==> config.mk <==
export PLATFORM = sky130hd
export DESIGN_NAME = operand_fetch_flat
export DESIGN_NICKNAME = d
export VERILOG_FILES = /design/src/rtl/operand_fetch_pkg.sv /design/src/rtl/operand_fetch_if.sv /design/src/rtl/operand_fetch_op_scoreboard.sv /design/src/rtl/operand_fetch.sv /design/src/flat_wrapper.sv
export SDC_FILE = /design/constraint.sdc
export NUM_CORES = 1
export LEC_CHECK = 0
export CORE_MARGIN = 3
export CORE_UTILIZATION = 41
export CTS_CLUSTER_SIZE = 16
export DETAILED_ROUTE_END_ITERATION = 7
export PLACE_DENSITY = 0.79
export SLEW_MARGIN = 30
export SYNTH_ARGS = -nofsm -noshare
export SYNTH_HDL_FRONTEND = slang
export SYNTH_SLANG_ARGS = --single-unit
export TNS_END_PERCENT = 30
==> constraint.sdc <==
create_clock -name clk -period 2.75 [get_ports clk]
set_clock_uncertainty 0.2 [all_clocks]
set_input_delay 0.6875 -clock clk [delete_from_list [all_inputs] [get_ports clk]]
set_output_delay 0.6875 -clock clk [all_outputs]
set_load 0.02 [all_outputs]
==> src/rtl/operand_fetch_pkg.sv <==
// Shared widths and operand-bundle type for the operand fetch stage and the 8x8 register file.
package operand_fetch_pkg;
  localparam int DW   = 8;
  localparam int AW   = 3;
  localparam int NREG = 2 ** AW;
  localparam int OPW  = 4;

  typedef struct packed {
    logic [DW-1:0]  a;
    logic [DW-1:0]  b;
    logic [AW-1:0]  rd;
    logic           wr;
    logic [OPW-1:0] op;
  } bundle_t;

  localparam bundle_t BUNDLE_RST = '0;
endpackage

==> src/rtl/operand_fetch_if.sv <==
// Decode, register-file, writeback and execute-side signals of the operand fetch stage.
interface operand_fetch_if import operand_fetch_pkg::*; ();
  logic           in_valid;
  logic           in_ready;
  logic [AW-1:0]  in_rs1;
  logic [AW-1:0]  in_rs2;
  logic           in_use_rs2;
  logic [AW-1:0]  in_rd;
  logic           in_wr;
  logic [OPW-1:0] in_op;

  logic [AW-1:0]  rf_raddr1;
  logic [AW-1:0]  rf_raddr2;
  logic [DW-1:0]  rf_rdata1;
  logic [DW-1:0]  rf_rdata2;
  logic           rf_wen;
  logic [AW-1:0]  rf_waddr;
  logic [DW-1:0]  rf_wdata;

  logic           wb_valid;
  logic [AW-1:0]  wb_addr;
  logic [DW-1:0]  wb_data;

  logic           out_valid;
  logic           out_ready;
  logic [DW-1:0]  out_a;
  logic [DW-1:0]  out_b;
  logic [AW-1:0]  out_rd;
  logic           out_wr;
  logic [OPW-1:0] out_op;

  // Environment side: decoder, register file, execute stage.
  modport master (
    output in_valid, in_rs1, in_rs2, in_use_rs2, in_rd, in_wr, in_op,
    output rf_rdata1, rf_rdata2, wb_valid, wb_addr, wb_data, out_ready,
    input  in_ready, rf_raddr1, rf_raddr2, rf_wen, rf_waddr, rf_wdata,
    input  out_valid, out_a, out_b, out_rd, out_wr, out_op
  );

  // Operand fetch side.
  modport slave (
    input  in_valid, in_rs1, in_rs2, in_use_rs2, in_rd, in_wr, in_op,
    input  rf_rdata1, rf_rdata2, wb_valid, wb_addr, wb_data, out_ready,
    output in_ready, rf_raddr1, rf_raddr2, rf_wen, rf_waddr, rf_wdata,
    output out_valid, out_a, out_b, out_rd, out_wr, out_op
  );
endinterface

==> src/rtl/operand_fetch_op_scoreboard.sv <==
// Per-register busy flags with set/clear and three "busy and not being written back" lookups.
module op_scoreboard import operand_fetch_pkg::*; (
  input  logic          clk,
  input  logic          rst,
  input  logic          i_set,
  input  logic [AW-1:0] i_set_addr,
  input  logic          i_clr,
  input  logic [AW-1:0] i_clr_addr,
  input  logic [AW-1:0] i_addr_a,
  input  logic [AW-1:0] i_addr_b,
  input  logic [AW-1:0] i_addr_c,
  output logic          o_hit_a,
  output logic          o_hit_b,
  output logic          o_hit_c
);
  logic [NREG-1:0] r_busy;
  logic [NREG-1:0] w_clr_mask;
  logic [NREG-1:0] w_live;

  genvar gi;
  generate
    for (gi = 0; gi < NREG; gi++) begin : g_busy
      assign w_clr_mask[gi] = i_clr && (i_clr_addr == AW'(gi));

      // Set takes priority so a new writer is tracked even if the old one retires now.
      always_ff @(posedge clk or posedge rst) begin
        if (rst) begin
          r_busy[gi] <= 1'b0;
        end else if (i_set && (i_set_addr == AW'(gi))) begin
          r_busy[gi] <= 1'b1;
        end else if (w_clr_mask[gi]) begin
          r_busy[gi] <= 1'b0;
        end
      end
    end
  endgenerate

  assign w_live  = r_busy & ~w_clr_mask;
  assign o_hit_a = w_live[i_addr_a];
  assign o_hit_b = w_live[i_addr_b];
  assign o_hit_c = w_live[i_addr_c];
endmodule

==> src/rtl/operand_fetch.sv <==
// Operand fetch: reads both sources, stalls on RAW/WAW via the busy scoreboard,
// forwards same-cycle writeback data and registers the operand bundle for execute.
module operand_fetch import operand_fetch_pkg::*; (
  input  logic          clk,
  input  logic          rst,
  operand_fetch_if.slave bus
);
  bundle_t r_out;
  logic    r_out_valid;

  logic    w_hit_rs1;
  logic    w_hit_rs2;
  logic    w_hit_rd;
  logic    w_hazard;
  logic    w_ready;
  logic    w_accept;
  logic    w_fwd_rs1;
  logic    w_fwd_rs2;
  bundle_t w_next;

  op_scoreboard u_sb (
    .clk        (clk),
    .rst        (rst),
    .i_set      (w_accept && bus.in_wr),
    .i_set_addr (bus.in_rd),
    .i_clr      (bus.wb_valid),
    .i_clr_addr (bus.wb_addr),
    .i_addr_a   (bus.in_rs1),
    .i_addr_b   (bus.in_rs2),
    .i_addr_c   (bus.in_rd),
    .o_hit_a    (w_hit_rs1),
    .o_hit_b    (w_hit_rs2),
    .o_hit_c    (w_hit_rd)
  );

  assign w_hazard = w_hit_rs1
                 || (bus.in_use_rs2 && w_hit_rs2)
                 || (bus.in_wr && w_hit_rd);
  assign w_ready  = (!r_out_valid || bus.out_ready) && !w_hazard;
  assign w_accept = bus.in_valid && w_ready;

  assign w_fwd_rs1 = bus.wb_valid && (bus.wb_addr == bus.in_rs1);
  assign w_fwd_rs2 = bus.wb_valid && (bus.wb_addr == bus.in_rs2);

  always_comb begin
    w_next    = BUNDLE_RST;
    w_next.a  = w_fwd_rs1 ? bus.wb_data : bus.rf_rdata1;
    w_next.b  = !bus.in_use_rs2 ? '0 : (w_fwd_rs2 ? bus.wb_data : bus.rf_rdata2);
    w_next.rd = bus.in_rd;
    w_next.wr = bus.in_wr;
    w_next.op = bus.in_op;
  end

  always_ff @(posedge clk or posedge rst) begin
    if (rst) begin
      r_out       <= BUNDLE_RST;
      r_out_valid <= 1'b0;
    end else if (w_accept) begin
      r_out       <= w_next;
      r_out_valid <= 1'b1;
    end else if (bus.out_ready) begin
      r_out_valid <= 1'b0;
    end
  end

  assign bus.in_ready  = w_ready;
  assign bus.rf_raddr1 = bus.in_rs1;
  assign bus.rf_raddr2 = bus.in_rs2;
  assign bus.rf_wen    = bus.wb_valid;
  assign bus.rf_waddr  = bus.wb_addr;
  assign bus.rf_wdata  = bus.wb_data;

  assign bus.out_valid = r_out_valid;
  assign bus.out_a     = r_out.a;
  assign bus.out_b     = r_out.b;
  assign bus.out_rd    = r_out.rd;
  assign bus.out_wr    = r_out.wr;
  assign bus.out_op    = r_out.op;
endmodule

==> src/flat_wrapper.sv <==
// flat-port wrapper written by rule: the top's interface ports become plain ports
module operand_fetch_flat import operand_fetch_pkg::*;
  (clk, rst, bus_in_valid, bus_in_rs1, bus_in_rs2, bus_in_use_rs2, bus_in_rd, bus_in_wr, bus_in_op, bus_rf_rdata1, bus_rf_rdata2, bus_wb_valid, bus_wb_addr, bus_wb_data, bus_out_ready, bus_in_ready, bus_rf_raddr1, bus_rf_raddr2, bus_rf_wen, bus_rf_waddr, bus_rf_wdata, bus_out_valid, bus_out_a, bus_out_b, bus_out_rd, bus_out_wr, bus_out_op);
  operand_fetch_if bus_i ();
  input  logic clk;
  input  logic rst;
  input wire logic [$bits(bus_i.in_valid)-1:0] bus_in_valid;
  input wire logic [$bits(bus_i.in_rs1)-1:0] bus_in_rs1;
  input wire logic [$bits(bus_i.in_rs2)-1:0] bus_in_rs2;
  input wire logic [$bits(bus_i.in_use_rs2)-1:0] bus_in_use_rs2;
  input wire logic [$bits(bus_i.in_rd)-1:0] bus_in_rd;
  input wire logic [$bits(bus_i.in_wr)-1:0] bus_in_wr;
  input wire logic [$bits(bus_i.in_op)-1:0] bus_in_op;
  input wire logic [$bits(bus_i.rf_rdata1)-1:0] bus_rf_rdata1;
  input wire logic [$bits(bus_i.rf_rdata2)-1:0] bus_rf_rdata2;
  input wire logic [$bits(bus_i.wb_valid)-1:0] bus_wb_valid;
  input wire logic [$bits(bus_i.wb_addr)-1:0] bus_wb_addr;
  input wire logic [$bits(bus_i.wb_data)-1:0] bus_wb_data;
  input wire logic [$bits(bus_i.out_ready)-1:0] bus_out_ready;
  output wire logic [$bits(bus_i.in_ready)-1:0] bus_in_ready;
  output wire logic [$bits(bus_i.rf_raddr1)-1:0] bus_rf_raddr1;
  output wire logic [$bits(bus_i.rf_raddr2)-1:0] bus_rf_raddr2;
  output wire logic [$bits(bus_i.rf_wen)-1:0] bus_rf_wen;
  output wire logic [$bits(bus_i.rf_waddr)-1:0] bus_rf_waddr;
  output wire logic [$bits(bus_i.rf_wdata)-1:0] bus_rf_wdata;
  output wire logic [$bits(bus_i.out_valid)-1:0] bus_out_valid;
  output wire logic [$bits(bus_i.out_a)-1:0] bus_out_a;
  output wire logic [$bits(bus_i.out_b)-1:0] bus_out_b;
  output wire logic [$bits(bus_i.out_rd)-1:0] bus_out_rd;
  output wire logic [$bits(bus_i.out_wr)-1:0] bus_out_wr;
  output wire logic [$bits(bus_i.out_op)-1:0] bus_out_op;
  assign bus_i.in_valid = bus_in_valid;
  assign bus_i.in_rs1 = bus_in_rs1;
  assign bus_i.in_rs2 = bus_in_rs2;
  assign bus_i.in_use_rs2 = bus_in_use_rs2;
  assign bus_i.in_rd = bus_in_rd;
  assign bus_i.in_wr = bus_in_wr;
  assign bus_i.in_op = bus_in_op;
  assign bus_i.rf_rdata1 = bus_rf_rdata1;
  assign bus_i.rf_rdata2 = bus_rf_rdata2;
  assign bus_i.wb_valid = bus_wb_valid;
  assign bus_i.wb_addr = bus_wb_addr;
  assign bus_i.wb_data = bus_wb_data;
  assign bus_i.out_ready = bus_out_ready;
  assign bus_in_ready = bus_i.in_ready;
  assign bus_rf_raddr1 = bus_i.rf_raddr1;
  assign bus_rf_raddr2 = bus_i.rf_raddr2;
  assign bus_rf_wen = bus_i.rf_wen;
  assign bus_rf_waddr = bus_i.rf_waddr;
  assign bus_rf_wdata = bus_i.rf_wdata;
  assign bus_out_valid = bus_i.out_valid;
  assign bus_out_a = bus_i.out_a;
  assign bus_out_b = bus_i.out_b;
  assign bus_out_rd = bus_i.out_rd;
  assign bus_out_wr = bus_i.out_wr;
  assign bus_out_op = bus_i.out_op;
  operand_fetch u_core (.clk(clk), .rst(rst), .bus(bus_i));
endmodule
# Word-level counts from Yosys, hierarchy flattened
# Index checks and enable logic that the tools add are counted.
# W data, S select, Z words.
word_totals:
  n_memories: 0
  latchBits: 0
  regBits: 33
  input_bits: 47
  romBits: 0
  word_cells: 101
  out_inout_bits: 44
  ramBits: 0
op_classes:
  shifts: 0
  n_reduce_logical: 39
  div: 0
  muxes: 27
  eq_ne: 16
  n_mul: 0
  addsub: 0
  order_cmp: 3
  bitwise_logic: 2
ops:
  columns: ["cell", "n"]
  rows:
  - ["$eq A3 B3 Y1 const B", 8]
  - ["$mux W8", 3]
  - ["$logic_and A1 B1 Y1", 23]
  - ["$mux W1", 21]
  - ["$reduce_bool A2 Y1", 9]
  - ["$eq A3 B2 Y1 const B", 4]
  - ["$lt A3 B4 Y1 const B", 3]
  - ["$bmux W1 S3", 3]
  - ["$and A8 B8 Y8", 1]
  - ["$not A8 Y8", 1]
  - ["$eq A3 B1 Y1 const B", 2]
  - ["$eq A3 B3 Y1", 2]
  - ["$logic_not A3 Y1", 2]
  - ["$logic_or A1 B1 Y1", 3]
  - ["$logic_not A1 Y1", 2]

# Logic depth before layout (Yosys ltp)
depth:
  depth_word: 15
  ltp_mapped: 9
  depth_no_buf: 6

# Cells and area by module
# Synthesis repeated with hierarchy kept, for this count alone.
unflattened:
  hier_cells: 197
  hier_area_um2: 2013.2
by_module_without_submodules:
  columns: ["mod", "instances", "seq_area_each_um2", "cells_each", "area_per_inst_um2"]
  rows:
  - ["operand_fetch", 1, 625.6, 119, 1326.3]
  - ["op_scoreboard", 1, 200.2, 78, 686.9]

# Worst setup path before layout
# Ideal clock, no wire load.
synth_path:
  path_type: "input-to-output"
  from: "in bus_wb_addr[1]"
  to: "out bus_in_ready"
  cell_stages: 6
  n_path_buf: 1
  arrival_time_ns: 2.032
  setup_slack_ns: -0.169
  cell_sequence: "buf_2 nor4b_2 o32ai_1 a32oi_1 nand4_1 nor2_1"
synth_via:
  elab_chain_len: 11
  word_cells_on_any_way: 30
  cone_classes: "eq/ne: 7; mux: 6; bitwise: 2; reduce/logical: 15"
synth_rtl:
  columns: ["item", "line", "rtl"]
  rows:
  - ["start: declaration", "flat_wrapper.sv:17", "input wire logic [$bits(bus_i.wb_addr)-1:0] bus_wb_addr;"]
  - ["$eq A3 B1 Y1, or another cell as far along", "operand_fetch_op_scoreboard.sv:23", "assign w_clr_mask[gi] = i_clr && (i_clr_addr == AW'(gi));"]
  - ["$logic_and A1 B1 Y1", "operand_fetch_op_scoreboard.sv:23", null]
  - ["$not A8 Y8 (*)", "operand_fetch_op_scoreboard.sv:38", "assign w_live = r_busy & ~w_clr_mask;"]
  - ["$and A8 B8 Y8 (*)", "operand_fetch_op_scoreboard.sv:38", null]
  - ["$bmux W1 S3", "operand_fetch_op_scoreboard.sv:40", "assign o_hit_b = w_live[i_addr_b];"]
  - ["$mux W1 (not written as such)", "operand_fetch_op_scoreboard.sv:40", null]
  - ["$logic_and A1 B1 Y1", "operand_fetch.sv:37", "|| (bus.in_use_rs2 && w_hit_rs2)"]
  - ["$logic_or A1 B1 Y1", "operand_fetch.sv:37", null]
  - ["$logic_or A1 B1 Y1 (*)", "operand_fetch.sv:38", "|| (bus.in_wr && w_hit_rd);"]
  - ["$logic_not A1 Y1 (*)", "operand_fetch.sv:39", "assign w_ready = (!r_out_valid || bus.out_ready) && !w_hazard;"]
  - ["$logic_and A1 B1 Y1 (*)", "operand_fetch.sv:39", null]
  - ["end: declaration", "flat_wrapper.sv:20", "output wire logic [$bits(bus_i.in_ready)-1:0] bus_in_ready;"]
# Mark *: on every way between the ends. The rest lies on a longest branch, timed or not. The select of a mux whose other input is x is not followed.

# Worst setup path after layout
layout_path:
  from: "in bus_wb_addr[2]"
  to: "out bus_in_ready"
# The elaborated chain is that of the path after synthesis.

==> reports/qor.csv <==
metric,value,unit
fmax,335,MHz
clock-sinks,33,
synth-xor-area-share,2.41,%
failed_checks,negative setup slack,
crit_path_max_fanout,5,
yosys_warnings,0,
cts_tree,yes,
drc_errors,0,
antenna_cells,0,
layout.nets,372,
synthTopCellsByArea,"dfrtp_1 (38%), mux2_2 (14%), buf_4 (6.6%), nor2b_1 (4.0%), mux2i_1 (3.7%)",
synthAdderAreaFrac,0,%
die_area,0.00622,sq mm
yosys.area.top_type,dfrtp_1,
status,"complete, but fails checks",
synthesis.area,0.00218,sq mm
worstSetupStartpointType,input pin,
peakVddDrop,507,uV
slew_headroom,71.0,%
max_cap_violations,0,
yosysMostFrequentCell,dfrtp_1,
drt_iter0_drc,84,
die_h,78.9,microns
final_util,75.3,%
syn-num-nets,251,
total_power,0.00238,W
timing.final.ws_setup,-0.236,ns
finalMaxSlewViolations,0,
synth_compound_area_share,9.77,%
arrival,2.10,ns
intPower,0.00159,W
post-route-period-util,109,%
grt_pass1_wl,10500,microns
switchingPower,0.000787,W
synth_top_family_by_area,multiplexers,
synth-simple-area-share,18.2,%
finalHoldViolCount,0,
rr_worst_depth,9,
totalWireLength,6460,microns
clkSlewWorstSetupHoldPaths,0.07,ns
synth_mux_area_share,21.1,%
antenna_found_initial,0,
reg2reg_from,u_core.u_sb.r_busy[4],
ys_types,40,
synth_seq_cells,33,
portBuffers,90,
seq_area_frac_synth,37.9,%
seqPwrFrac,31.2,%
synth.avg_cell_area,10.7,sq um
clockPowerShare,19.5,%
synthFlopType,dfrtp_1,
root_buffer,clkbuf_8,
overflow,0,
cts_htree_levels,2,
r2r_setup_slack,0.31,ns
dpl.hpwl,4680,microns
via_count,2050,
cp.required,1.86,ns
drive_above_1_share,34.7,%
viasPerCell,5.22,
rsz0062_at_grt,true,
clock_latency,0.29,ns
period_minus_slack,2.99,ns
grt_pass1_vias,2142,
ys_async_sr_fraction,100,%
timing.critical_path.from,bus_wb_addr[2],
cts_made_buffers,5,
clk_path_buf_depth,2,
coreArea,0.00491,sq mm
fin_area,0.00370,sq mm
worstHoldPathType,reg2reg,
synth_common_cells,"dfrtp_1 (33), mux2_2 (27), buf_4 (19), nand2_1 (15), nor2b_1 (14)",
antenna_left,0,
die_width,78.9,microns
critPathKind,in2out,
timing.rr.end,u_core.bus.out_wr,
start_util,44.3,%
wl_per_cell,16.4,microns
power_frac_comb,49.2,%
synth_edf_count,0,
gp_congestion,0.810,
leakage,1.68,nW
drtPass1Iterations,5,
powerDensity,643,mW/mm^2
placed_area,0.00329,sq mm
crit_path_end,bus_in_ready,
pre_cts_slack,-1.04,ns
grt_max_degree,34,
area_delta_synth_final,69.8,%
setup_viol,26,
boundaryPins,91,
cp-end-kind,output port,
grt_usage,21.7,%
rows,25,
synth_top_area_share,37.9,%
switching_share,33.1,%
worst_slew_pin_slew,0.434,ns
netlist_instances,204,
## worst min path at each step
| stage | startpoint | end | slack (ns) | cells past startpoint |
|---|---|---|---|---|
| final | u_core.bus.out_op[3] | u_core.bus.out_op[3] | 0.31 | 1 |
| after global routing | u_core.bus.out_op[3] | u_core.bus.out_op[3] | 0.32 | 1 |
| after CTS | u_core.bus.out_op[3] | u_core.bus.out_op[3] | 0.31 | 1 |
| after detailed placement | u_core.bus.out_a[5] | u_core.bus.out_a[5] | 0.29 | 1 |
| after global placement | u_core.bus.out_op[1] | u_core.bus.out_op[1] | 0.29 | 1 |
| after floorplan | u_core.u_sb.r_busy[4] | u_core.u_sb.r_busy[4] | 0.28 | 1 |
## critical path: stages
cell and delay [ns]:
buf_2 0.11, buf_6 0.12, and4bb_2 0.34, buf_6 0.12
o32ai_1 0.07, a32oi_1 0.19, nand4_1 0.18, nor2_4 0.14
buf_6 0.13
## state kept, by name, indices dropped and copies added, names as in the netlist
name	flops
u_core.bus.out_b	8
u_core.bus.out_op	4
u_core.u_sb.r_busy	8
u_core.bus.out_a	8
u_core.bus.out_wr	1
u_core.bus.out_rd	3
u_core.bus.out_valid	1
## layout make-up
class                   instances  area [sq um]
well taps                      67          83.8
clock buffers                   5          68.8
fillers                       354          1210
flip-flops and latches         33           826
repair buffers                144          1370
multi-input cells             134          1280
inverters                       7          26.3
clock inverters                 3          46.3
## placed cells by master, fill, tap and decap left out, drive strengths merged, types with 2 or more instances in the layout
cell           instances
dlygate4sd2           10
nor3b                  2
mux2                  32
o2bb2ai                5
o32ai                  8
nand4                  4
clkbuf                 5
clkdlybuf4s50         74
or2                    2
buf                   59
nor2b                 14
and4b                  2
nand2                 15
nand4b                 2
xnor2                  6
dfrtp                 33
and4bb                 2
nand3b                 2
nor3                   3
a41o                   2
a32o                   2
mux2i                  8
nand2b                 4
nor2                   7
inv                    7
## repair_timing
action / CTS / global route
buffers inserted: 13 / 1
hold buffers: 0 / 0
resized for setup: 68 / 11
gates cloned: 5 / 0
setup endpoints to repair: 41 / 30
pin swaps: 13 / 7
## metal layers
layer	routed length, microns	vias up	GRT usage, %	share of wire, %
li1	-	965	-	-
met1	2720	987	28.7	42
met2	3140	92	35.6	49
met3	554	6	5.90	8.6
met4	48	0	4.64	0.74
met5	0	-	0	0
## cell families (layout without fill, tap and decap cells)
family                    count (synthesis)  count (layout)
DFF                                      33              33
muxes                                    40              40
and+or+nand+nor                          64              64
xor gates and xnor gates                  6               6
AOI/OAI and AO/OA                        24              24
buffers and inverters                    37             159
## metrics by stage
stage / setup TNS, ns / std cells / hold slack, ns
floorplan: 0 / 204 / 0.278
global placement: -21.42 / 369 / 0.289
detailed placement: -23.08 / 369 / 0.295
CTS: -2.82 / 393 / 0.314
global route: -4.45 / 393 / 0.322
finish: -2.50 / 393 / 0.312
## power by group through the flow
stage          combinational [W]  clock (W)  sequential (W)
4_1_cts                  0.00117   0.000476        0.000739
3_5_place_dp             0.00105          0        0.000742
2_1_floorplan           0.000382          0        0.000905
5_1_grt                  0.00124   0.000499        0.000760
6_report                 0.00117   0.000464        0.000743
3_3_place_gp             0.00104          0        0.000733
(Power assumes the default switching activity.)
